--- src/rtl/biu_pkg.sv ---
// biu_pkg
//   Shared definitions for the bus-interface unit: default geometry of the
//   prefetch path, the reset vector, count/pop field widths, and the
//   segment:offset to physical address translation. The execution unit's
//   memory port reuses the same translation.
package biu_pkg;

  localparam int BIU_ADDR_W      = 20;
  localparam int BIU_SEG_SHIFT   = 4;
  localparam int BIU_QUEUE_DEPTH = 6;
  localparam int BIU_PEEK        = 2;

  localparam logic [15:0] BIU_RESET_CS = 16'hFFFF;
  localparam logic [15:0] BIU_RESET_IP = 16'h0000;

  localparam int BIU_Q_CNT_W = $clog2(BIU_QUEUE_DEPTH + 1);
  localparam int BIU_POP_W   = $clog2(BIU_PEEK + 1);

  // Returns the untruncated 32-bit sum; callers cut it to their address
  // width, which gives the mod 2^ADDR_W behaviour (valid for ADDR_W <= 32).
  function automatic logic [31:0] phys_addr(input logic [15:0] cs,
                                            input logic [15:0] ip,
                                            input int seg_shift = BIU_SEG_SHIFT);
    return ({16'h0000, cs} << seg_shift) + {16'h0000, ip};
  endfunction

endpackage

--- src/rtl/biu_prefetch_if.sv ---
// biu_prefetch_if
//   Bundles the ROM port, decoder control and queue peek window of the
//   prefetch unit.
//   slave  : the prefetch unit (drives rom_en/rom_addr and the queue view)
//   master : the surrounding core/ROM (drives rom_data, hold, flush, pops)
//   Signals:
//     rom_en, rom_addr   ROM read strobe and byte address
//     rom_data           ROM data, returned one cycle after rom_en
//     hold               suppress new reads
//     flush, flush_cs,   redirect fetch to flush_cs:flush_ip
//     flush_ip
//     q_data, q_count,   head bytes, byte count, offset of head byte
//     q_ip
//     pop_cnt            bytes consumed this cycle
interface biu_prefetch_if
  import biu_pkg::*;
#(
  parameter int ADDR_W      = BIU_ADDR_W,
  parameter int QUEUE_DEPTH = BIU_QUEUE_DEPTH,
  parameter int PEEK        = BIU_PEEK
);
  localparam int CNT_W = $clog2(QUEUE_DEPTH + 1);
  localparam int POP_W = $clog2(PEEK + 1);

  logic              rom_en;
  logic [ADDR_W-1:0] rom_addr;
  logic [7:0]        rom_data;
  logic              hold;
  logic              flush;
  logic [15:0]       flush_cs;
  logic [15:0]       flush_ip;
  logic [8*PEEK-1:0] q_data;
  logic [CNT_W-1:0]  q_count;
  logic [15:0]       q_ip;
  logic [POP_W-1:0]  pop_cnt;

  modport slave (
    output rom_en, rom_addr, q_data, q_count, q_ip,
    input  rom_data, hold, flush, flush_cs, flush_ip, pop_cnt
  );

  modport master (
    input  rom_en, rom_addr, q_data, q_count, q_ip,
    output rom_data, hold, flush, flush_cs, flush_ip, pop_cnt
  );

endinterface

--- src/rtl/biu_queue.sv ---
// biu_queue
//   Circular byte FIFO for the instruction prefetch queue. Head/tail
//   pointers wrap at DEPTH, so non-power-of-two depths are fine.
//   Ports:
//     clk, rst     clock, asynchronous active-high reset
//     clear        drop all contents (takes priority over push/pop)
//     push         write push_data at the tail
//     push_data    byte to write
//     pop_cnt      bytes removed from the head; caller guarantees
//                  pop_cnt <= q_count
//     q_data       PEEK head bytes, byte k at [8k+7:8k]; bytes at or
//                  beyond q_count read as zero
//     q_count      bytes held
module biu_queue
  import biu_pkg::*;
#(
  parameter int DEPTH = BIU_QUEUE_DEPTH,
  parameter int PEEK  = BIU_PEEK
) (
  input  logic                           clk,
  input  logic                           rst,
  input  logic                           clear,
  input  logic                           push,
  input  logic [7:0]                     push_data,
  input  logic [$clog2(PEEK+1)-1:0]      pop_cnt,
  output logic [8*PEEK-1:0]              q_data,
  output logic [$clog2(DEPTH+1)-1:0]     q_count
);
  localparam int CNT_W = $clog2(DEPTH + 1);
  localparam int PTR_W = $clog2(DEPTH);

  logic [7:0]       mem [DEPTH];
  logic [PTR_W-1:0] head;
  logic [PTR_W-1:0] tail;
  logic [CNT_W-1:0] count;
  logic             push_ok;
  logic [CNT_W-1:0] count_nxt;

  // n never exceeds DEPTH, so one conditional subtract is enough.
  function automatic logic [PTR_W-1:0] ptr_add(input logic [PTR_W-1:0] p, input int n);
    int s;
    s = int'(p) + n;
    if (s >= DEPTH) s = s - DEPTH;
    return PTR_W'(s);
  endfunction

  always_comb begin
    // A push is accepted when there is room after this cycle's pop.
    push_ok   = push && ((int'(count) - int'(pop_cnt)) < DEPTH);
    count_nxt = CNT_W'(int'(count) - int'(pop_cnt) + (push_ok ? 1 : 0));
  end

  always_ff @(posedge clk or posedge rst) begin
    if (rst) begin
      head  <= '0;
      tail  <= '0;
      count <= '0;
    end else if (clear) begin
      head  <= '0;
      tail  <= '0;
      count <= '0;
    end else begin
      if (push_ok) tail <= ptr_add(tail, 1);
      head  <= ptr_add(head, int'(pop_cnt));
      count <= count_nxt;
    end
  end

  always_ff @(posedge clk) begin
    if (!rst && !clear && push_ok) mem[tail] <= push_data;
  end

  always_comb begin
    q_data = '0;
    for (int k = 0; k < PEEK; k++) begin
      if (k < int'(count)) q_data[8*k +: 8] = mem[ptr_add(head, k)];
    end
  end

  assign q_count = count;

endmodule

--- src/rtl/biu_prefetch.sv ---
// biu_prefetch
//   Prefetch half of the bus-interface unit. Keeps the fetch cs:ip, issues
//   pipelined single-byte ROM reads while the queue has room, writes the
//   returned bytes into biu_queue and tracks the offset of the head byte.
//   A flush redirects fetch and discards the queue and any in-flight byte.
//   Ports:
//     clk, rst     clock, asynchronous active-high reset
//     bus          biu_prefetch_if.slave (ROM port, hold/flush, queue view)
//     perf_flush   accepted flush count, saturating    (BIU_PERF_EN only)
//     perf_empty   cycles with empty queue and no flush (BIU_PERF_EN only)
//   Optional feature macro: BIU_PERF_EN adds the two performance counters.
module biu_prefetch
  import biu_pkg::*;
#(
  parameter int          ADDR_W      = BIU_ADDR_W,
  parameter int          SEG_SHIFT   = BIU_SEG_SHIFT,
  parameter int          QUEUE_DEPTH = BIU_QUEUE_DEPTH,
  parameter int          PEEK        = BIU_PEEK,
  parameter logic [15:0] RESET_CS    = BIU_RESET_CS,
  parameter logic [15:0] RESET_IP    = BIU_RESET_IP
) (
  input  logic          clk,
  input  logic          rst,
  biu_prefetch_if.slave bus
`ifdef BIU_PERF_EN
  ,
  output logic [15:0]   perf_flush,
  output logic [15:0]   perf_empty
`endif
);
  localparam int POP_W = $clog2(PEEK + 1);

  logic [15:0]       fetch_cs;
  logic [15:0]       fetch_ip;
  logic [15:0]       q_ip_r;
  logic              inflight;
  logic              pop_ok;
  logic [POP_W-1:0]  pop_eff;
  logic              fill;
  logic              issue;
  logic [ADDR_W-1:0] fetch_addr;

  always_comb begin
    // An over-long pop is dropped as a whole.
    pop_ok  = int'(bus.pop_cnt) <= int'(bus.q_count);
    pop_eff = pop_ok ? bus.pop_cnt : '0;
    // A byte returning during a flush belongs to the old stream.
    fill    = inflight && !bus.flush;
    // Occupancy counts the slot reserved by the in-flight read and
    // credits this cycle's pop, so a pop from full re-issues at once.
    issue   = !rst && !bus.hold && !bus.flush &&
              ((int'(bus.q_count) - int'(pop_eff) + int'(inflight)) < QUEUE_DEPTH);
  end

  assign fetch_addr   = ADDR_W'(phys_addr(fetch_cs, fetch_ip, SEG_SHIFT));
  assign bus.rom_en   = issue;
  assign bus.rom_addr = issue ? fetch_addr : '0;
  assign bus.q_ip     = q_ip_r;

  always_ff @(posedge clk or posedge rst) begin
    if (rst) begin
      fetch_cs <= RESET_CS;
      fetch_ip <= RESET_IP;
      q_ip_r   <= RESET_IP;
      inflight <= 1'b0;
    end else if (bus.flush) begin
      fetch_cs <= bus.flush_cs;
      fetch_ip <= bus.flush_ip;
      q_ip_r   <= bus.flush_ip;
      inflight <= 1'b0;
    end else begin
      inflight <= issue;
      if (issue) fetch_ip <= fetch_ip + 16'd1;
      q_ip_r <= q_ip_r + 16'(pop_eff);
    end
  end

  biu_queue #(
    .DEPTH (QUEUE_DEPTH),
    .PEEK  (PEEK)
  ) u_queue (
    .clk       (clk),
    .rst       (rst),
    .clear     (bus.flush),
    .push      (fill),
    .push_data (bus.rom_data),
    .pop_cnt   (pop_eff),
    .q_data    (bus.q_data),
    .q_count   (bus.q_count)
  );

`ifdef BIU_PERF_EN
  always_ff @(posedge clk or posedge rst) begin
    if (rst) begin
      perf_flush <= 16'h0000;
      perf_empty <= 16'h0000;
    end else begin
      if (bus.flush && perf_flush != 16'hFFFF) perf_flush <= perf_flush + 16'd1;
      if (bus.q_count == '0 && !bus.flush && perf_empty != 16'hFFFF)
        perf_empty <= perf_empty + 16'd1;
    end
  end
`endif

endmodule

--- src/flat_wrapper.sv ---
// flat-port wrapper written by rule: the top's interface ports become plain ports
module biu_prefetch_flat import biu_pkg::*;
#(
  parameter int          ADDR_W      = BIU_ADDR_W,
  parameter int          SEG_SHIFT   = BIU_SEG_SHIFT,
  parameter int          QUEUE_DEPTH = BIU_QUEUE_DEPTH,
  parameter int          PEEK        = BIU_PEEK,
  parameter logic [15:0] RESET_CS    = BIU_RESET_CS,
  parameter logic [15:0] RESET_IP    = BIU_RESET_IP
)
  (clk, rst, bus_rom_en, bus_rom_addr, bus_q_data, bus_q_count, bus_q_ip, bus_rom_data, bus_hold, bus_flush, bus_flush_cs, bus_flush_ip, bus_pop_cnt);
  biu_prefetch_if #(.ADDR_W(ADDR_W), .QUEUE_DEPTH(QUEUE_DEPTH), .PEEK(PEEK)) bus_i ();
  input  logic clk;
  input  logic rst;
  output wire logic [$bits(bus_i.rom_en)-1:0] bus_rom_en;
  output wire logic [$bits(bus_i.rom_addr)-1:0] bus_rom_addr;
  output wire logic [$bits(bus_i.q_data)-1:0] bus_q_data;
  output wire logic [$bits(bus_i.q_count)-1:0] bus_q_count;
  output wire logic [$bits(bus_i.q_ip)-1:0] bus_q_ip;
  input wire logic [$bits(bus_i.rom_data)-1:0] bus_rom_data;
  input wire logic [$bits(bus_i.hold)-1:0] bus_hold;
  input wire logic [$bits(bus_i.flush)-1:0] bus_flush;
  input wire logic [$bits(bus_i.flush_cs)-1:0] bus_flush_cs;
  input wire logic [$bits(bus_i.flush_ip)-1:0] bus_flush_ip;
  input wire logic [$bits(bus_i.pop_cnt)-1:0] bus_pop_cnt;
  assign bus_rom_en = bus_i.rom_en;
  assign bus_rom_addr = bus_i.rom_addr;
  assign bus_q_data = bus_i.q_data;
  assign bus_q_count = bus_i.q_count;
  assign bus_q_ip = bus_i.q_ip;
  assign bus_i.rom_data = bus_rom_data;
  assign bus_i.hold = bus_hold;
  assign bus_i.flush = bus_flush;
  assign bus_i.flush_cs = bus_flush_cs;
  assign bus_i.flush_ip = bus_flush_ip;
  assign bus_i.pop_cnt = bus_pop_cnt;
  biu_prefetch #(.ADDR_W(ADDR_W), .SEG_SHIFT(SEG_SHIFT), .QUEUE_DEPTH(QUEUE_DEPTH), .PEEK(PEEK), .RESET_CS(RESET_CS), .RESET_IP(RESET_IP)) u_core (.clk(clk), .rst(rst), .bus(bus_i));
endmodule
--- config.mk ---
export PLATFORM = sky130hd
export DESIGN_NAME = biu_prefetch_flat
export DESIGN_NICKNAME = d
export VERILOG_FILES = /design/src/rtl/biu_pkg.sv /design/src/rtl/biu_prefetch_if.sv /design/src/rtl/biu_queue.sv /design/src/rtl/biu_prefetch.sv /design/src/flat_wrapper.sv
export SDC_FILE = /design/constraint.sdc
export NUM_CORES = 1
export LEC_CHECK = 0
export ABC_AREA = 1
export CORE_AREA = 2 2 150 93
export DETAILED_ROUTE_END_ITERATION = 7
export DIE_AREA = 0 0 152 95
export GPL_TIMING_DRIVEN = 0
export PLACE_DENSITY = 0.8
export SLEW_MARGIN = 30
export SYNTH_ARGS = -nofsm -noshare
export SYNTH_HDL_FRONTEND = slang
export SYNTH_HIERARCHICAL = 1
export SYNTH_SLANG_ARGS = --single-unit
--- constraint.sdc ---
create_clock -name clk -period 7.4 [get_ports clk]
set_clock_uncertainty 0.1 [all_clocks]
set_input_delay 2.22 -clock clk [delete_from_list [all_inputs] [get_ports clk]]
set_output_delay 2.22 -clock clk [all_outputs]
set_load 0.01 [all_outputs]
## Yosys cells after proc, flatten, opt, wreduce, memory -nomap -nowiden

Memories as Yosys holds them, arrays and structs flattened.
Index checks and enable logic that the tools add are counted.

| cells by class | value |
|---|---|
| multiply operators | 0 |
| eq/ne operators | 0 |
| divide/modulo/power cells | 0 |
| bitwise logic cells | 0 |
| magnitude comparators | 9 |
| $add $sub $neg | 13 |
| shift operators | 0 |
| mux-type cells | 21 |
| reductions and logical operators | 12 |

Operators by type and width:

| kind | number |
|---|---|
| $mux W16 | 3 |
| $lt A32 B4 Y1 const B | 1 |
| $mux W3 | 10 |
| $add A20 B16 Y20 | 1 |
| $mux W20 | 1 |
| $add A16 B1 Y16 const B | 1 |
| $add A16 B2 Y16 | 1 |
| $mux W8 | 2 |
| $ge A4 B3 Y1 const B | 3 |
| $sub A3 B3 Y3 const B | 4 |
| $add A3 B1 Y4 const B | 2 |
| $logic_and A1 B1 Y1 | 7 |
| $lt A1 B3 Y1 const A | 2 |
| $add A4 B2 Y5 | 1 |
| $add A3 B2 Y4 | 1 |
| $lt A4 B4 Y1 const B | 1 |
| $mux W1 | 4 |
| $reduce_bool A2 Y1 | 2 |
| $sub A3 B2 Y4 | 1 |
| $add A3 B2 Y3 | 1 |
| $ge A3 B3 Y1 const B | 1 |
| $le A2 B3 Y1 | 1 |
| $logic_not A1 Y1 | 3 |
| $mux W2 | 1 |

| storage, ports and cells | value |
|---|---|
| output and inout port bits | 56 |
| memories kept | 1 |
| bits in writable memories | 48 |
| word-level logic and storage cells | 63 |
| bits in latches | 0 |
| memory bits (read-only) | 0 |
| input bits | 46 |
| register bits | 58 |

Memory list:

| name | depth | width | read ports | clocked after Yosys merged registers in | wr ports | RTL line | text |
|---|---|---|---|---|---|---|---|
| u_core.u_queue.mem | 6 | 8 | 2 | 0 | 1 | biu_queue.sv:32 | `logic [7:0] mem [DEPTH];` |

## Depth between registers and ports, before layout

Gate-level depths: netlist of the first run.

| logic depth | value |
|---|---|
| depth after elaboration | 8 |
| mapped depth | 21 |
| gate-level depth less buffers | 20 |

## Modules after synthesis

The synthesis of the first run kept the hierarchy.

By module, submodules not included:

| module | times used | sequential area each (um^2) | cells each | area each (um^2) |
|---|---|---|---|---|
| biu_prefetch | 1 | 1,246.2 | 579 | 3,811.2 |
| biu_queue | 1 | 1,666.6 | 374 | 3,281.9 |

## Least setup slack after synthesis of the first run

OpenSTA, ideal clock, no wires.

| timing | value |
|---|---|
| kind | input port to output port |
| start | input bus_pop_cnt[1] |
| end | output bus_rom_addr[6] |
| arrival time | 4,629 ps |
| stages | 18 |
| data required time | 5,080 ps |
| slack | 451 ps |
| buffers on the path | 1 |
| cell sequence | ha_1 -> inv_1 -> nor2_1 -> nor2_1 -> a211oi_1 -> nor2_1 -> ha_1 -> inv_1 -> fa_1 -> ha_1 -> inv_1 -> nand3_1 -> nand3_1 -> nand2_1 -> nand2_2 -> nand2_4 -> buf_6 -> nor3b_2 |

| between the ends | value |
|---|---|
| longest elaborated chain between the ends | 7 |

RTL lines:

| what | RTL line | text |
|---|---|---|
| start, declared | flat_wrapper.sv:25 | `input wire logic [$bits(bus_i.pop_cnt)-1:0] bus_pop_cnt;` |
| $le A2 B3 Y1 | biu_prefetch.sv:45 | `pop_ok = int'(bus.pop_cnt) <= int'(bus.q_count);` |
| $mux W2 | biu_prefetch.sv:46 | `pop_eff = pop_ok ? bus.pop_cnt : '0;` |
| named net u_core.pop_eff[0] | biu_prefetch.sv:38 | `logic [POP_W-1:0] pop_eff;` |
| $sub A3 B2 Y4 | biu_prefetch.sv:52 | `((int'(bus.q_count) - int'(pop_eff) + int'(inflight)) < QUEUE_DEPTH);` |
| $add A4 B2 Y5 | biu_prefetch.sv:52 |  |
| $lt A32 B4 Y1 | biu_prefetch.sv:52 |  |
| $logic_and A1 B1 Y1 | biu_prefetch.sv:51 | `issue = !rst && !bus.hold && !bus.flush &&` |
| $mux W20 | biu_prefetch.sv:57 | `assign bus.rom_addr = issue ? fetch_addr : '0;` |
| end, declared | flat_wrapper.sv:16 | `output wire logic [$bits(bus_i.rom_addr)-1:0] bus_rom_addr;` |

The timed path passes the listed nets, and every way through them passes these cells.

## Final worst setup path of the first run

| timing | value |
|---|---|
| start | input bus_pop_cnt[0] |
| end | output bus_rom_en |

| between the ends | value |
|---|---|
| longest elaborated chain between the ends | 6 |

RTL lines:

| what | RTL line | text |
|---|---|---|
| $le A2 B3 Y1 | biu_prefetch.sv:45 |  |
| $mux W2 | biu_prefetch.sv:46 |  |
| named net u_core.pop_eff[1] | biu_prefetch.sv:38 |  |
| $sub A3 B2 Y4 | biu_prefetch.sv:52 |  |
| $add A4 B2 Y5 | biu_prefetch.sv:52 |  |
| $lt A32 B4 Y1 | biu_prefetch.sv:52 |  |
| $logic_and A1 B1 Y1 | biu_prefetch.sv:51 |  |
| end, declared | flat_wrapper.sv:15 | `output wire logic [$bits(bus_i.rom_en)-1:0] bus_rom_en;` |

The timed path passes the listed nets, and every way through them passes these cells.

==> flow_summary_export.csv, run 1 <==
group,metric,value,unit
run,max_cap_violations,0,
synthesis,synth.yosys.warnings,6,
timing,timing.final.hold_violations,0,
synthesis,synthesis.area_per_instance,7.44,um2
clock_network,clock_tree.root_cell,"sky130_fd_sc_hd__clkbuf_16",
synthesis,synth-seq-cells,106,
pwr,p_per_area,285,nW/um2
timing,fin_setup_tns,0,ns
routing,route.detailed.wl_per_inst,15.7,um
synthesis,synth.cell_area,7090,um2
worst_setup_path,endpoint_kind,"primary output",
worst_setup_path,timing_worst_setup_path_type,"in2out",
finish,fillers,1159,
timing,pin_slew_with_the_least_headroom_to_its_limit,0.905,ns
worst_setup_path,worst_r2r_endpoint,"u_core/u_queue/mem[1][2]",
clock_network,clkLatencyLatePin,0.35,ns
worst_setup_path,timing.reg2reg.worst_path_depth,16,
global_routing,maximum_number_of_pins_on_one_net_before_global_route_repair,49,
timing,maxSlewViolCount,0,
synthesis,post_synth_inst_count,953,
die,die_height,95,um
worst_setup_path,cp.required,5.08,ns
die,floorplan.io_pins,102,
synthesis,synthDistinctLibCells,42,
clock_network,cts.clk_slew.worst_paths,0.08,ns
timing,final.min_clock_period,7.34,ns
synthesis,async_reset_ff_frac,0.547,
routing,drt_iter0_markers,833,
finish,layout-drive-gt1-share,0.140,
worst_setup_path,worst_r2r_startpoint,"u_core/u_queue/q_count[1]",
timing,finalSetupViolations,0,
worst_setup_path,worst-r2r-setup-slack,3.20,ns
clock_network,max-clock-path-buffers,2,
pwr,leakagePower,4.07,nW
placed_design,port_buffers,101,
finish,mostFrequentLayoutCells,"sky130_fd_sc_hd__nand2_1 (300), sky130_fd_sc_hd__nor2_1 (104), sky130_fd_sc_hd__inv_1 (98), sky130_fd_sc_hd__clkdlybuf4s50_1 (78), sky130_fd_sc_hd__o21ai_0 (52)",
finish,stdcell_area,8800,um2
global_routing,remaining_global_route_overflow,0,
pwr,ir_worst_vdd,132,uV
synthesis,synth_edf_count,48,
routing,dr_total_vias,6895,
global_routing,grt_first_pass_wirelength,31000,um
finish,final_net_count,1163,
worst_setup_path,critPathLaunchType,"input pin",
status,status,"finished, final reports clean",
die,chipWidth,152,um
die,design.core.area,13300,um2
routing,drt_via_density,5.47,
hold_path,timing.hold.worst.start,"u_core/fetch_cs[2]",
worst_setup_path,critPathLaunch,"bus_pop_cnt[0]",
pwr,p_total,2.51,mW
finish,antenna-diode-count,0,
worst_setup_path,path_max_fanout,8,
worst_setup_path,worst_setup_path_endpoint,"bus_rom_en",
placed_design,placedInstanceArea,8380,um2
routing,route.detailed.drc,0,
synthesis,top_flip_flop_cell_by_instance_count_after_synthesis,"sky130_fd_sc_hd__edfxtp_1",
placed_design,dpl.cell_count,1230,
timing,max_freq,136,MHz
clock_network,cts_made_buffers,9,
placed_design,place_hpwl,14800,um
clock_network,cts_tree,"yes",
clock_network,tritoncts_num_sinks,106,
routing,postRouteWirelength,19700,um
finish,final_core_util,0.664,
worst_setup_path,arrival_time_of_the_worst_setup_path,5.02,ns
hold_path,hold_path.class,"reg2reg",
die,row_count,33,
placed_design,globalplace.congestion,0.921,
global_routing,grt_antenna_before_repair,0,
routing,number_of_optimization_iterations_in_the_first_detailed_route_pass,8,
die,fp.dieArea,14400,um2
timing,min_period_over_period,0.992,
finish,layout-area-overhead-vs-synth,24.1,%
global_routing,global_route.usage.total,0.273,
synthesis,synth-seq-area-share,0.411,
timing,max-slew-margin-rel,0.393,
finish,layout.cells.most_common,"sky130_fd_sc_hd__nand2_1",
routing,postRouteAntennaNets,0,
synthesis,synth_nets,1035,
clock_network,cts-htree-levels,3,
global_routing,grt_pass1_vias,6138,
die,start_util,0.535,
finish,layoutNonFillerInstCount,1261,
stage by stage:
stage,hold WS [ns],setup slack (ns)
after floorplan,0.346,0.451
after global placement,0.354,-0.845
after detailed placement,0.358,-0.848
after CTS,0.370,0.0669
after global routing,0.385,-0.0552
final,0.368,0.0557
worst min-delay path by stage:
stage / end / cells after the start
after floorplan: u_core/fetch_cs[0] / 2
after global placement: u_core/fetch_cs[10] / 2
after detailed placement: u_core/fetch_cs[2] / 2
after CTS: u_core/fetch_cs[2] / 2
after global routing: u_core/fetch_cs[10] / 2
final: u_core/fetch_cs[2] / 2
cell usage after synthesis, types with 5 or more instances:
cell,n,share of area
sky130_fd_sc_hd__buf_6,5,0.0079
sky130_fd_sc_hd__a21oi_1,41,0.029
sky130_fd_sc_hd__o21a_1,8,0.0085
sky130_fd_sc_hd__fa_1,5,0.014
sky130_fd_sc_hd__a211oi_1,7,0.0074
sky130_fd_sc_hd__dfstp_2,16,0.059
sky130_fd_sc_hd__nor3_1,12,0.0085
sky130_fd_sc_hd__nand2_1,301,0.16
sky130_fd_sc_hd__o211ai_1,9,0.0095
sky130_fd_sc_hd__xor2_1,5,0.0062
sky130_fd_sc_hd__nand4_1,7,0.0062
sky130_fd_sc_hd__clkbuf_1,10,0.0053
sky130_fd_sc_hd__edfxtp_1,48,0.20
sky130_fd_sc_hd__nand2_2,14,0.012
sky130_fd_sc_hd__buf_2,10,0.0071
sky130_fd_sc_hd__o21ai_0,52,0.037
sky130_fd_sc_hd__o21ai_1,13,0.0092
sky130_fd_sc_hd__inv_2,5,0.0026
sky130_fd_sc_hd__ha_1,31,0.055
sky130_fd_sc_hd__nand3_1,53,0.037
sky130_fd_sc_hd__nor2_1,110,0.058
sky130_fd_sc_hd__xnor2_1,14,0.017
sky130_fd_sc_hd__dfrtp_1,42,0.15
sky130_fd_sc_hd__inv_1,103,0.055
sky130_fd_sc_hd__nor2_2,8,0.0071
sequential cells by signal (all words and copies together) (netlist names):
signal                  cells
u_core/fetch_ip            16
u_core/u_queue/tail         3
u_core/u_queue/head         3
u_core/u_queue/q_count      3
u_core/inflight             1
u_core/u_queue/mem         48
u_core/bus.q_ip            16
u_core/fetch_cs            16
final cells by class:
cell class / instances / area, um2 / share of cell area
multi-input cells: 707 / 3680 / 0.419
flip-flops and latches: 106 / 2910 / 0.331
repair buffers: 117 / 1060 / 0.121
inverters: 110 / 425 / 0.0483
clock buffers: 9 / 225 / 0.0256
well taps: 175 / 219 / 0.0249
plain buffers: 30 / 211 / 0.0240
clock inverters: 7 / 58.8 / 0.00668
power by group:
part	switching, mW	internal, mW	leakage, nW	total, mW
registers	0.0889	0.674	1.13	0.763
logic	0.731	0.546	2.81	1.28
clock network	0.231	0.235	0.135	0.466
metal layers:
layer	vias to the layer above	wire [um]	track usage
met5	-	0	0
met2	384	7990	0.395
li1	3331	-	-
met3	26	2340	0.0468
met4	0	252	0.0576
met1	3154	9170	0.428
worst max-delay path, stage by stage:
cell	delay (ns)
sky130_fd_sc_hd__dlygate4sd2_1	0.24
sky130_fd_sc_hd__inv_2	0.05
sky130_fd_sc_hd__ha_2	0.15
sky130_fd_sc_hd__nor2_1	0.04
sky130_fd_sc_hd__nor2_1	0.15
sky130_fd_sc_hd__a211oi_2	0.07
sky130_fd_sc_hd__buf_4	0.16
sky130_fd_sc_hd__nor2_4	0.18
sky130_fd_sc_hd__inv_2	0.08
sky130_fd_sc_hd__fa_1	0.55
sky130_fd_sc_hd__ha_2	0.23
sky130_fd_sc_hd__inv_2	0.04
sky130_fd_sc_hd__nand3_2	0.08
sky130_fd_sc_hd__nand3_2	0.09
sky130_fd_sc_hd__nand2_2	0.09
sky130_fd_sc_hd__nand2_4	0.06
sky130_fd_sc_hd__nand2_8	0.13
sky130_fd_sc_hd__inv_8	0.06
sky130_fd_sc_hd__buf_4	0.13
sky130_fd_sc_hd__clkdlybuf4s15_1	0.22
cells by family (layout without fill, tap and decap cells):
group	Yosys count	count (layout)	synth area share
compound gates	135	135	0.107
simple gates	517	517	0.305
flops	106	106	0.411
buf+inv	140	273	0.0854
fa+ha+maj	36	36	0.0688
xor+xnor	19	19	0.0235
timing repair:
item	in CTS	in global routing
pin swaps	12	11
setup buffers	9	5
cloned	1	0
hold buffers	0	0
gates resized for setup	108	11
endpoints found under the setup margin	21	21
Power figures use the tool's default switching activity.
==> run 2, diff against run 1 <==
MAX_ROUTING_LAYER = met4   (was unset)
==> flow_summary_export.csv, run 2 (same netlist as run 1, synthesis figures left out) <==
group,metric,value,unit
clock_network,max-clock-path-buffers,2,
global_routing,global_route.usage.total,0.282,
global_routing,grt_antenna_before_repair,0,
clock_network,tritoncts_num_sinks,106,
routing,drt_via_density,5.51,
pwr,p_sw_frac,0.418,
clock_network,cts_made_buffers,9,
clock_network,cts_tree,"yes",
global_routing,remaining_global_route_overflow,0,
placed_design,globalplace.congestion,0.937,
clock_network,clock_tree.root_cell,"sky130_fd_sc_hd__clkbuf_16",
pwr,power.combinational.fraction,0.509,
routing,wl_met1,9410,um
routing,postRouteWirelength,19600,um
hold_path,hold_path.class,"reg2reg",
pwr,netSwitchingPower,1.03,mW
pwr,p_clk_frac,0.183,
timing,max-slew-margin-rel,0.383,
global_routing,grt_pass1_vias,6213,
timing,timing.final.hold_violations,0,
worst_setup_path,path_max_fanout,8,
pwr,power.sequential.fraction,0.308,
die,start_util,0.535,
finish,fillers,1146,
timing,finalSetupViolations,0,
worst_setup_path,cp.required,5.08,ns
pwr,p_per_area,283,nW/um2
die,die_height,95,um
global_routing,grt_first_pass_wirelength,31100,um
finish,layout.cells.most_common,"sky130_fd_sc_hd__nand2_1",
timing,min_period_over_period,0.985,
finish,largest_register_ff_count,48,
routing,postRouteAntennaNets,0,
clock_network,cts.clk_slew.worst_paths,0.07,ns
timing,max_freq,137,MHz
finish,layout-drive-gt1-share,0.134,
timing,final.min_clock_period,7.29,ns
worst_setup_path,arrival_time_of_the_worst_setup_path,4.97,ns
die,row_count,33,
finish,layout-area-overhead-vs-synth,23.3,%
run,max_cap_violations,0,
routing,routed.top_layer,"met4",
die,design.core.area,13300,um2
routing,met2_routed_wl,7880,um
finish,final_net_count,1157,
placed_design,port_buffers,101,
status,status,"finished, final reports clean",
routing,route.detailed.wl_per_inst,15.6,um
routing,drt_iter0_markers,547,
pwr,internal_power,1.44,mW
pwr,p_total,2.48,mW
finish,final_core_util,0.660,
die,chipWidth,152,um
clock_network,clkLatencyLatePin,0.34,ns
routing,wl_met3,2090,um
routing,number_of_optimization_iterations_in_the_first_detailed_route_pass,6,
timing,maxSlewViolCount,0,
timing,pin_slew_with_the_least_headroom_to_its_limit,0.920,ns
clock_network,cts-htree-levels,3,
finish,antenna-diode-count,0,
die,floorplan.io_pins,102,
pwr,leakagePower,4.04,nW
pwr,ir_worst_vdd,142,uV
worst_setup_path,timing_worst_setup_path_type,"in2out",
worst_setup_path,critPathLaunchType,"input pin",
finish,mostFrequentLayoutCells,"sky130_fd_sc_hd__nand2_1 (300), sky130_fd_sc_hd__nor2_1 (105), sky130_fd_sc_hd__inv_1 (98), sky130_fd_sc_hd__clkdlybuf4s50_1 (78), sky130_fd_sc_hd__o21ai_0 (52)",
finish,register_with_the_most_flip_flops,"u_core/u_queue/mem",
global_routing,maximum_number_of_pins_on_one_net_before_global_route_repair,50,
die,fp.dieArea,14400,um2
worst_setup_path,endpoint_kind,"primary output",
routing,dr_total_vias,6915,
placed_design,place_hpwl,14600,um
clock_network,cts_hold_repair.buffers,0,
routing,route.detailed.drc,0,
[run 2: path summary, 6_finish.rpt]
path,startpoint,end,slack [ns],cells after the start
max in group asynchronous,rst,u_core/fetch_ip[15],4.50,2
worst max-delay path,bus_pop_cnt[0],bus_rom_addr[15],0.11,20
worst min-delay path,u_core/fetch_cs[2],u_core/fetch_cs[2],0.37,2
worst max register to register,u_core/u_queue/q_count[1],u_core/u_queue/mem[1][2],3.21,17
worst min register to register,u_core/fetch_cs[2],u_core/fetch_cs[2],0.37,2
min in group asynchronous,rst,u_core/u_queue/head[1],2.20,2
[run 2: area by class of cell]
type	instances	area, um2	area share
Buffer	30	211	0.0242
Multi-Input combinational cell	707	3700	0.423
Clock inverter	7	52.6	0.00601
Timing Repair Buffer	111	998	0.114
Tap cell	175	219	0.0250
Inverter	110	425	0.0487
Sequential cell	106	2910	0.333
Clock buffer	9	225	0.0258
[run 2: routing by layer]
metal,global-route usage,up-vias
met5,-,-
met4,0.0467,0
met3,0.0656,20
met2,0.404,334
met1,0.414,3232
li1,-,3329
[run 2: through the flow]
step	setup slack [ns]	cell area, um2	hold WS [ns]	instances	setup TNS, ns
2_1_floorplan	0.451	7090	0.346	953	0
3_3_place_gp	-0.818	8320	0.354	1229	-15.33
3_5_place_dp	-0.906	8360	0.357	1229	-17.48
4_1_cts	0.0552	8690	0.368	1254	0
5_1_grt	-0.0468	8740	0.385	1255	-0.236
6_report	0.112	8740	0.368	1255	0
[run 2: worst max-delay path, stage by stage]
cell                            delay [ns]
sky130_fd_sc_hd__dlygate4sd2_1        0.24
sky130_fd_sc_hd__inv_2                0.06
sky130_fd_sc_hd__ha_2                 0.15
sky130_fd_sc_hd__nor2_1               0.04
sky130_fd_sc_hd__nor2_1               0.13
sky130_fd_sc_hd__a211oi_2             0.07
sky130_fd_sc_hd__nor2_2               0.19
sky130_fd_sc_hd__ha_2                 0.22
sky130_fd_sc_hd__inv_2                0.04
sky130_fd_sc_hd__fa_2                 0.56
sky130_fd_sc_hd__ha_4                 0.17
sky130_fd_sc_hd__nand3_4              0.09
sky130_fd_sc_hd__nand3_2              0.09
sky130_fd_sc_hd__nand2_2              0.06
sky130_fd_sc_hd__nand2_4              0.08
sky130_fd_sc_hd__nand2_8              0.10
sky130_fd_sc_hd__inv_8                0.10
sky130_fd_sc_hd__nand2_1              0.06
sky130_fd_sc_hd__nor2_2               0.13
sky130_fd_sc_hd__buf_2                0.16
[run 2: power groups by stage]
stage	combinational [mW]	clock [mW]	sequential (mW)
final	1.26	0.453	0.763
after detailed placement	1.16	0	0.772
after global routing	1.40	0.488	0.772
after global placement	1.13	0	0.768
after floorplan	0.758	0	0.752
after CTS	1.21	0.461	0.761
[run 2: repair_timing]
| item | CTS | global route |
|---|---|---|
| pin swaps | 12 | 11 |
| cloned | 1 | 0 |
| gates resized for setup | 109 | 11 |
| endpoints found under the setup margin | 21 | 21 |
| setup buffers | 8 | 1 |
